==> src/rtl/pipe_skid_stage.sv <==
// ============================================================================
// pipe_skid_stage : two-entry elastic pipeline register with flush-to-NOP and a
//                   saturating flush-drop counter. Rev 1.0
// ============================================================================
`default_nettype none

module pipe_skid_stage #(
  parameter int          DATA_W    = 64,
  parameter logic [DATA_W-1:0] NOP_VALUE = '0,
  parameter int          DROP_W    = 8
) (
  input  logic              clk,
  input  logic              reset,
  input  logic              flush,
  input  logic              in_valid,
  output logic              in_ready,
  input  logic [DATA_W-1:0] in_data,
  output logic              out_valid,
  input  logic              out_ready,
  output logic [DATA_W-1:0] out_data,
  output logic [1:0]        count,
  output logic [DROP_W-1:0] drop_cnt
);

  typedef enum logic [1:0] {
    ST_EMPTY = 2'd0,
    ST_ONE   = 2'd1,
    ST_FULL  = 2'd2
  } state_t;

  state_t              state_q, state_d;
  logic [DATA_W-1:0]   main_q, main_d;
  logic [DATA_W-1:0]   skid_q, skid_d;
  logic [DROP_W-1:0]   drop_q, drop_d;

  logic                in_fire;
  logic                out_fire;
  logic [1:0]          drops;
  logic [DROP_W:0]     drop_sum;

  // in_ready depends only on registered state, never on out_ready
  assign in_ready  = !reset && (state_q != ST_FULL);
  assign out_valid = (state_q != ST_EMPTY);
  assign out_data  = out_valid ? main_q : NOP_VALUE;
  assign count     = state_q;
  assign drop_cnt  = drop_q;

  assign in_fire  = in_valid & in_ready;
  assign out_fire = out_valid & out_ready;

  // An entry delivered in the flush cycle is not a drop; the accepted input is
  assign drops    = count - {1'b0, out_fire} + {1'b0, in_fire};
  assign drop_sum = {1'b0, drop_q} + (DROP_W+1)'(drops);

  always_comb begin
    state_d = state_q;
    main_d  = main_q;
    skid_d  = skid_q;
    drop_d  = drop_q;

    if (flush) begin
      state_d = ST_EMPTY;
      main_d  = NOP_VALUE;
      skid_d  = NOP_VALUE;
      drop_d  = drop_sum[DROP_W] ? {DROP_W{1'b1}} : drop_sum[DROP_W-1:0];
    end else begin
      case (state_q)
        ST_EMPTY: begin
          if (in_fire) begin
            state_d = ST_ONE;
            main_d  = in_data;
          end
        end
        ST_ONE: begin
          if (in_fire && !out_fire) begin
            state_d = ST_FULL;
            skid_d  = in_data;
          end else if (in_fire && out_fire) begin
            main_d  = in_data;
          end else if (out_fire) begin
            state_d = ST_EMPTY;
            main_d  = NOP_VALUE;
          end
        end
        ST_FULL: begin
          if (out_fire) begin
            state_d = ST_ONE;
            main_d  = skid_q;
            skid_d  = NOP_VALUE;
          end
        end
        default: begin
          state_d = ST_EMPTY;
          main_d  = NOP_VALUE;
          skid_d  = NOP_VALUE;
        end
      endcase
    end
  end

  always_ff @(posedge clk) begin
    if (reset) begin
      state_q <= ST_EMPTY;
      main_q  <= NOP_VALUE;
      skid_q  <= NOP_VALUE;
      drop_q  <= '0;
    end else begin
      state_q <= state_d;
      main_q  <= main_d;
      skid_q  <= skid_d;
      drop_q  <= drop_d;
    end
  end

endmodule

`default_nettype wire

==> config.mk <==
export PLATFORM = sky130hd
export DESIGN_NAME = pipe_skid_stage
export DESIGN_NICKNAME = d
export VERILOG_FILES = /design/src/rtl/pipe_skid_stage.sv
export SDC_FILE = /design/constraint.sdc
export NUM_CORES = 1
export LEC_CHECK = 0
export ABC_AREA = 1
export BUFFER_PORTS_ARGS = -buffer_cell sky130_fd_sc_hd__buf_2
export CAP_MARGIN = 20
export CELL_PAD_IN_SITES_DETAIL_PLACEMENT = 1
export CELL_PAD_IN_SITES_GLOBAL_PLACEMENT = 1
export CORE_MARGIN = 2
export CORE_UTILIZATION = 34
export DETAILED_ROUTE_END_ITERATION = 10
export HOLD_SLACK_MARGIN = 0.08
export MAX_ROUTING_LAYER = met4
export PLACE_DENSITY_LB_ADDON = 0.1
export SETUP_SLACK_MARGIN = 0.5
export SYNTH_ARGS = -nofsm -noshare
export SYNTH_HDL_FRONTEND = slang
export SYNTH_SLANG_ARGS = --single-unit
==> constraint.sdc <==
create_clock -name clk -period 3 [get_ports clk]
set_input_delay 0 -clock clk [delete_from_list [all_inputs] [get_ports clk]]
set_output_delay 0 -clock clk [all_outputs]
set_load 0.05 [all_outputs]
==> impl_metrics.ini, run 1 <==
[worst_setup_path]
start_kind = flop
crit_path_end_kind = flop
r2r_start = count[0]
r2r_setup_slack_ns = 0.60
startpoint = count[0]
cp.required_ns = 3.36
critPathArrivalTime_ns = 2.76
cp_max_fo = 5
crit_type = reg2reg
reg2regPathDepth = 17

[clocking]
root_buffer = clkbuf_16
clkTransAtPathRegs_ns = 0.06
cts_inserted_buffers = 17
cts.sinks = 138
cts_buffer_depth = 2
cts_tree = yes
htreeDepth = 4
clk_latency_ns = 0.43

[global_routing]
grt_pass1_vias = 7706
grt_usage = 0.2267
grt_overflow_total = 0
grt_max_degree = 131
grt_pass1_wl_um = 38870
antenna_found_initial = 0

[die]
core_um2 = 20360
die_w_um = 148.4
start_util = 0.3483
row_count = 52
io_pins = 145
die_area_um2 = 22030
die_height_um = 148.4

[power]
clkPwrFrac = 0.465
pwr-share-seq = 0.409
power.leakage_nw = 4.585
p_comb_frac = 0.127
sw_frac_of_total = 0.2619
p_per_area_nw_per_um2 = 487.7
max-vdd-ir-drop_mv = 0.3718
switchingPower_mw = 1.214
intPower_mw = 3.421

[placement]
placed_area_um2 = 8064
hpwl_um = 14170
globalplace.congestion = 0.7896
io_buffers = 144

[timing]
final.min_clock_period_ns = 2.396
hold_viol = 0
worstMarginPinSlew_ns = 0.7742
maxSlewViolCount = 0
slew_headroom = 0.4839
fin_tns_setup_ns = 0
skew_ns = 0.01260
clock.fmax_ghz = 0.4173
period_share = 0.7988
finalSetupViolCount = 0
grt_setup_unrepaired = true

[routing]
drtIter0Drc = 289
drt-pass1-iter-count = 4
vias_per_cell = 4.775
drc = 0
dr_total_vias = 7702
routedWlPerCell_um = 14.88
antenna_left = 0
drt-total-wl_um = 23990

[finish]
antenna_cells = 0
drive_gt1_frac = 0.1817
fin_nets = 1407
fin_util = 0.4666
fillers = 2716
area_delta_synth_final_pct = 33.96
final_area_um2 = 9502

[hold_path]
hp-class = in2reg
holdPathStages = 6
hp-start = in_valid

[status]
status = finished, final reports clean

[logic_synthesis]
ys_seq_elements = 138
yosysWarningCount = 0
ys_types = 27
mappedNetlistNets = 1225
syn_area_per_cell_um2 = 6.179
synth_cells = 1148
ys_seq_area_frac = 0.3895
synth_area_um2 = 7093

[job]
drv_cap = 0
cell usage after synthesis (all sizes together):
master,n,area (um^2)
nand2,262,1001
o22ai,6,37.54
nand4,7,43.79
nor2,305,1145
a21oi,60,300.3
xnor2,2,17.52
clkbuf,33,123.9
buf,43,239.0
ha,7,87.58
fa,1,20.02
a31oi,1,6.260
nand3,62,320.3
o211ai,9,67.56
o31ai,3,22.52
o21ai,84,420.4
dfxtp,138,2763
a21boi,1,7.510
xor2,1,8.760
inv,123,461.7
final timing paths:
check                end
max reg2reg  drop_cnt[7]
max          drop_cnt[7]
min reg2reg    skid_q[6]
min             count[1]
logic make-up after synthesis:
| kind of cell | Yosys count | synth area share |
|---|---|---|
| xor gates and xnor gates | 3 | 0.003705 |
| adders and majority gates | 8 | 0.01517 |
| AOI/OAI and AO/OA | 164 | 0.1215 |
| buffers and inverters | 199 | 0.1162 |
| and+or+nand+nor | 636 | 0.3539 |
| DFF | 138 | 0.3895 |
power by group through the flow:
stage               Combinational [mW]  Clock, mW  Sequential [mW]
floorplan                        0.335          0             1.94
global placement                 0.501          0             1.93
detailed placement               0.508          0             1.93
CTS                              0.581       2.20             1.89
global route                     0.664       2.29             1.90
finish                           0.587       2.15             1.89
cell type report:
type	instances	area [um^2]	area share
multi-input combinational	811	3645	0.3836
sequential	138	2770	0.2915
timing repair buffer	239	1685	0.1774
clock buffer	22	484.2	0.05096
inverter	123	464.2	0.04885
tap	270	337.8	0.03555
clock inverter	10	115.1	0.01211
layer usage:
layer  track usage  routed length (um)  up-vias
met2        0.3900               11880      118
met1        0.2803               11300     3670
li1              -                   -     3902
met3       0.03190                 583       12
met4       0.05905                 233        0
met5             -                   0        -
repair_timing:
| action | in CTS | in global routing |
|---|---|---|
| gates resized for setup | 8 | 9 |
| endpoints found under the hold margin | 128 | 0 |
| setup buffers | 4 | 7 |
| endpoints found under the setup margin | 64 | 65 |
| pin swaps | 1 | 9 |
| hold buffers | 66 | 0 |
sequential cells by signal (all words and copies together), names as in the netlist:
signal    cells
count         2
drop_cnt      8
skid_q       64
main_q       64
critical path, cell delays in order (launching register included):
cell     delay (ns)
dfxtp_4        0.39
nor2_4         0.06
nor2_4         0.11
inv_2          0.07
ha_4           0.26
inv_2          0.03
ha_4           0.15
xnor2_2        0.15
xor2_1         0.18
inv_2          0.08
ha_4           0.27
a21oi_2        0.05
nor2_2         0.13
buf_4          0.14
nand3_4        0.06
nand2_2        0.08
nand2_1        0.05
nor2_1         0.07
cell usage in the layout (no fill, tap or decap), types with 31 or more instances in the layout:
master and instances:
a21oi_1 59, buf_2 144, dfxtp_1 136, dlygate4sd3_1 66, inv_1 111, nand2_1 254, nand3_1 57, nor2_1 299
o21ai_0 53, o21ai_1 31
through the flow:
| step | hold slack (ns) | total power, mW | std cells | setup slack, ns |
|---|---|---|---|---|
| global placement | 0.2694 | 2.434 | 1503 | 0.4765 |
| global route | 0.1503 | 4.849 | 1613 | 0.4355 |
| CTS | 0.1495 | 4.678 | 1605 | 0.5013 |
| floorplan | 0.06907 | 2.277 | 1148 | 0.3181 |
| finish | 0.1519 | 4.634 | 1613 | 0.6036 |
| detailed placement | 0.2689 | 2.443 | 1503 | 0.3189 |
Note: power is estimated with default switching activity, not from simulation.
==> inputs of run 2 (changes only) <==
==> constraint.sdc (replaced) <==
create_clock -name clk -period 2.15 [get_ports clk]
set_input_delay 0 -clock clk [delete_from_list [all_inputs] [get_ports clk]]
set_output_delay 0 -clock clk [all_outputs]
set_load 0.05 [all_outputs]
==> run 2 against run 1 <==
Compared with the run above:
- the run now ends with negative setup slack left
- fmax down 5.2%
- worst hold slack better by 0.065 ns
- die area stayed put
- via count is 34% higher
- utilization up 23 points
- clock skew down 0.0029 ns
- sequential cell count stayed put
- power increased by 68%
- clock power increased by 55%
- setup slack lost 0.98 ns
- critical endpoint is now drop_cnt[2]
==> impl_metrics.ini, run 2 (same netlist as run 1, synthesis figures left out) <==
[power]
switchingPower_mw = 2.460
power.leakage_nw = 5.918
intPower_mw = 5.321
pwr-share-seq = 0.341
clkPwrFrac = 0.429
p_per_area_nw_per_um2 = 546.4
sw_frac_of_total = 0.3161
max-vdd-ir-drop_mv = 0.5468
p_comb_frac = 0.230

[worst_setup_path]
crit_chain = nor2_4 > nor2_4 > inv_2 > ha_4 > inv_2 > ha_4 > xnor2_2 > xor2_1 > inv_1 > fa_2 > buf_6 > buf_6 > nand2_2 > nand2_1 > nand2_1 > a21oi_2
cp_slowest_cell = fa_2
critPathArrivalTime_ns = 2.86
crit_type = reg2reg
start_kind = flop
cp.required_ns = 2.48
crit_path_end_kind = flop
crit_family = adder cells
slowest_delay_ns = 0.43
cp_max_fo = 3
critPathBufInv = 5

[routing]
vias_per_cell = 5.925
drt-pass1-iter-count = 7
dr_total_vias = 10310
drc = 0
top_layer_used = met4
met3WireLength_um = 3800
antenna_left = 0
drt-total-wl_um = 49950
routedWlPerCell_um = 28.70
wl_met2_um = 24560
drtIter0Drc = 865
m1WireLength_um = 17510

[die]
core_um2 = 20360
row_count = 52
die_height_um = 148.4
die_w_um = 148.4
start_util = 0.3483
io_pins = 145
die_area_um2 = 22030

[timing]
hold_viol = 0
clock.fmax_ghz = 0.3956
finalSetupViolCount = 65
grt_setup_unrepaired = true
period_share = 1.176
slew_headroom = 0.6453
final.min_clock_period_ns = 2.528
maxSlewViolCount = 0
layout_setup_ws_ns = -0.3775
skew_ns = 0.009678
worstMarginPinSlew_ns = 0.5308
holdWs_ns = 0.2168

[hold_path]
hp-class = in2reg

[job]
drv_cap = 0

[finish]
fin_util = 0.6993
drive_gt1_frac = 0.4408
final_area_um2 = 14240
final_cell_mix = nand2_1, nor2_1, dfxtp_1
final_common_cell = nand2_1
area_delta_synth_final_pct = 100.8
fin_cells = 1740
fin_nets = 1534
antenna_cells = 0

[clocking]
clk_latency_ns = 0.46
clkTransAtPathRegs_ns = 0.07
cts_inserted_buffers = 17
cts.sinks = 138
htreeDepth = 4
cts_buffer_depth = 2
cts_tree = yes
root_buffer = clkbuf_16

[placement]
globalplace.congestion = 0.7735
placed_area_um2 = 8588
place_inst = 1518
io_buffers = 144
hpwl_um = 14760

[global_routing]
grt_overflow_total = 0
grt_pass1_vias = 9842
grt_pass1_wl_um = 56180
antenna_found_initial = 0
grt_max_degree = 73
grt_usage = 0.3447

[status]
status = finished, violations left
violations = negative setup slack
run 2: changes by cell type in the layout (fill, tap and decap cells not counted), moves of 39 or more:
cell	before	now
a21oi_1	59	5
buf_16	1	48
buf_2	144	78
buf_6	1	40
buf_8	0	56
nand2_1	254	203
nor2_1	299	164
nor2_4	4	101
run 2: area by class of cell:
class | count | area [um^2]
fill | 2239 | 6125
multi-input combinational | 811 | 5225
timing repair buffer | 366 | 4775
sequential | 138 | 2770
inverter | 123 | 503.0
clock buffer | 20 | 467.9
tap | 270 | 337.8
clock inverter | 12 | 161.4
run 2: stage by stage:
stage	worst slack (ns)	power [mW]	TNS, ns
final	-0.3775	7.781	-4.827
after CTS	-0.2370	7.274	-1.450
after global routing	-0.4652	7.934	-7.983
after global placement	-0.1663	3.464	-3.251
after detailed placement	-0.2956	3.476	-5.327
after floorplan	-0.5319	3.239	-3.738
run 2: per-layer routing:
layer,GRT usage,up-vias
met3,0.06840,340
li1,-,4202
met4,0.2038,0
met2,0.5817,725
met5,-,-
met1,0.3774,5043
run 2: power by group through the flow:
stage	clock network (mW)	logic, mW	registers [mW]
2_1_floorplan	0	0.530	2.71
3_3_place_gp	0	0.767	2.70
3_5_place_dp	0	0.777	2.70
4_1_cts	3.23	1.40	2.64
5_1_grt	3.44	1.84	2.66
6_report	3.34	1.79	2.65
run 2: timing repair:
item                                   4_1_cts  5_1_grt
hold buffers                                67        0
resized for setup                          349      300
setup buffers                               40       33
pin swaps                                  106       85
cloned                                      44        6
setup endpoints to repair                  201      204
endpoints found under the hold margin      127        0
run 2: path summary, 6_finish.rpt:
kind / startpoint / cells after the start / slack [ns] / endpoint
worst max register to register: count[0] / 16 / -0.38 / drop_cnt[2]
worst max-delay path: count[0] / 16 / -0.38 / drop_cnt[2]
worst min-delay path: out_ready / 5 / 0.22 / count[1]
worst min register to register: skid_q[60] / 2 / 0.50 / skid_q[60]
run 2: worst register-to-register path, cell delays in order, from the launching register on:
cell	delay, ns
dfxtp_4	0.39
nor2_4	0.06
nor2_4	0.10
inv_2	0.07
ha_4	0.27
inv_2	0.04
ha_4	0.15
xnor2_2	0.14
xor2_1	0.16
inv_1	0.11
fa_2	0.43
buf_6	0.14
buf_6	0.11
nand2_2	0.05
nand2_1	0.05
nand2_1	0.08
a21oi_2	0.05
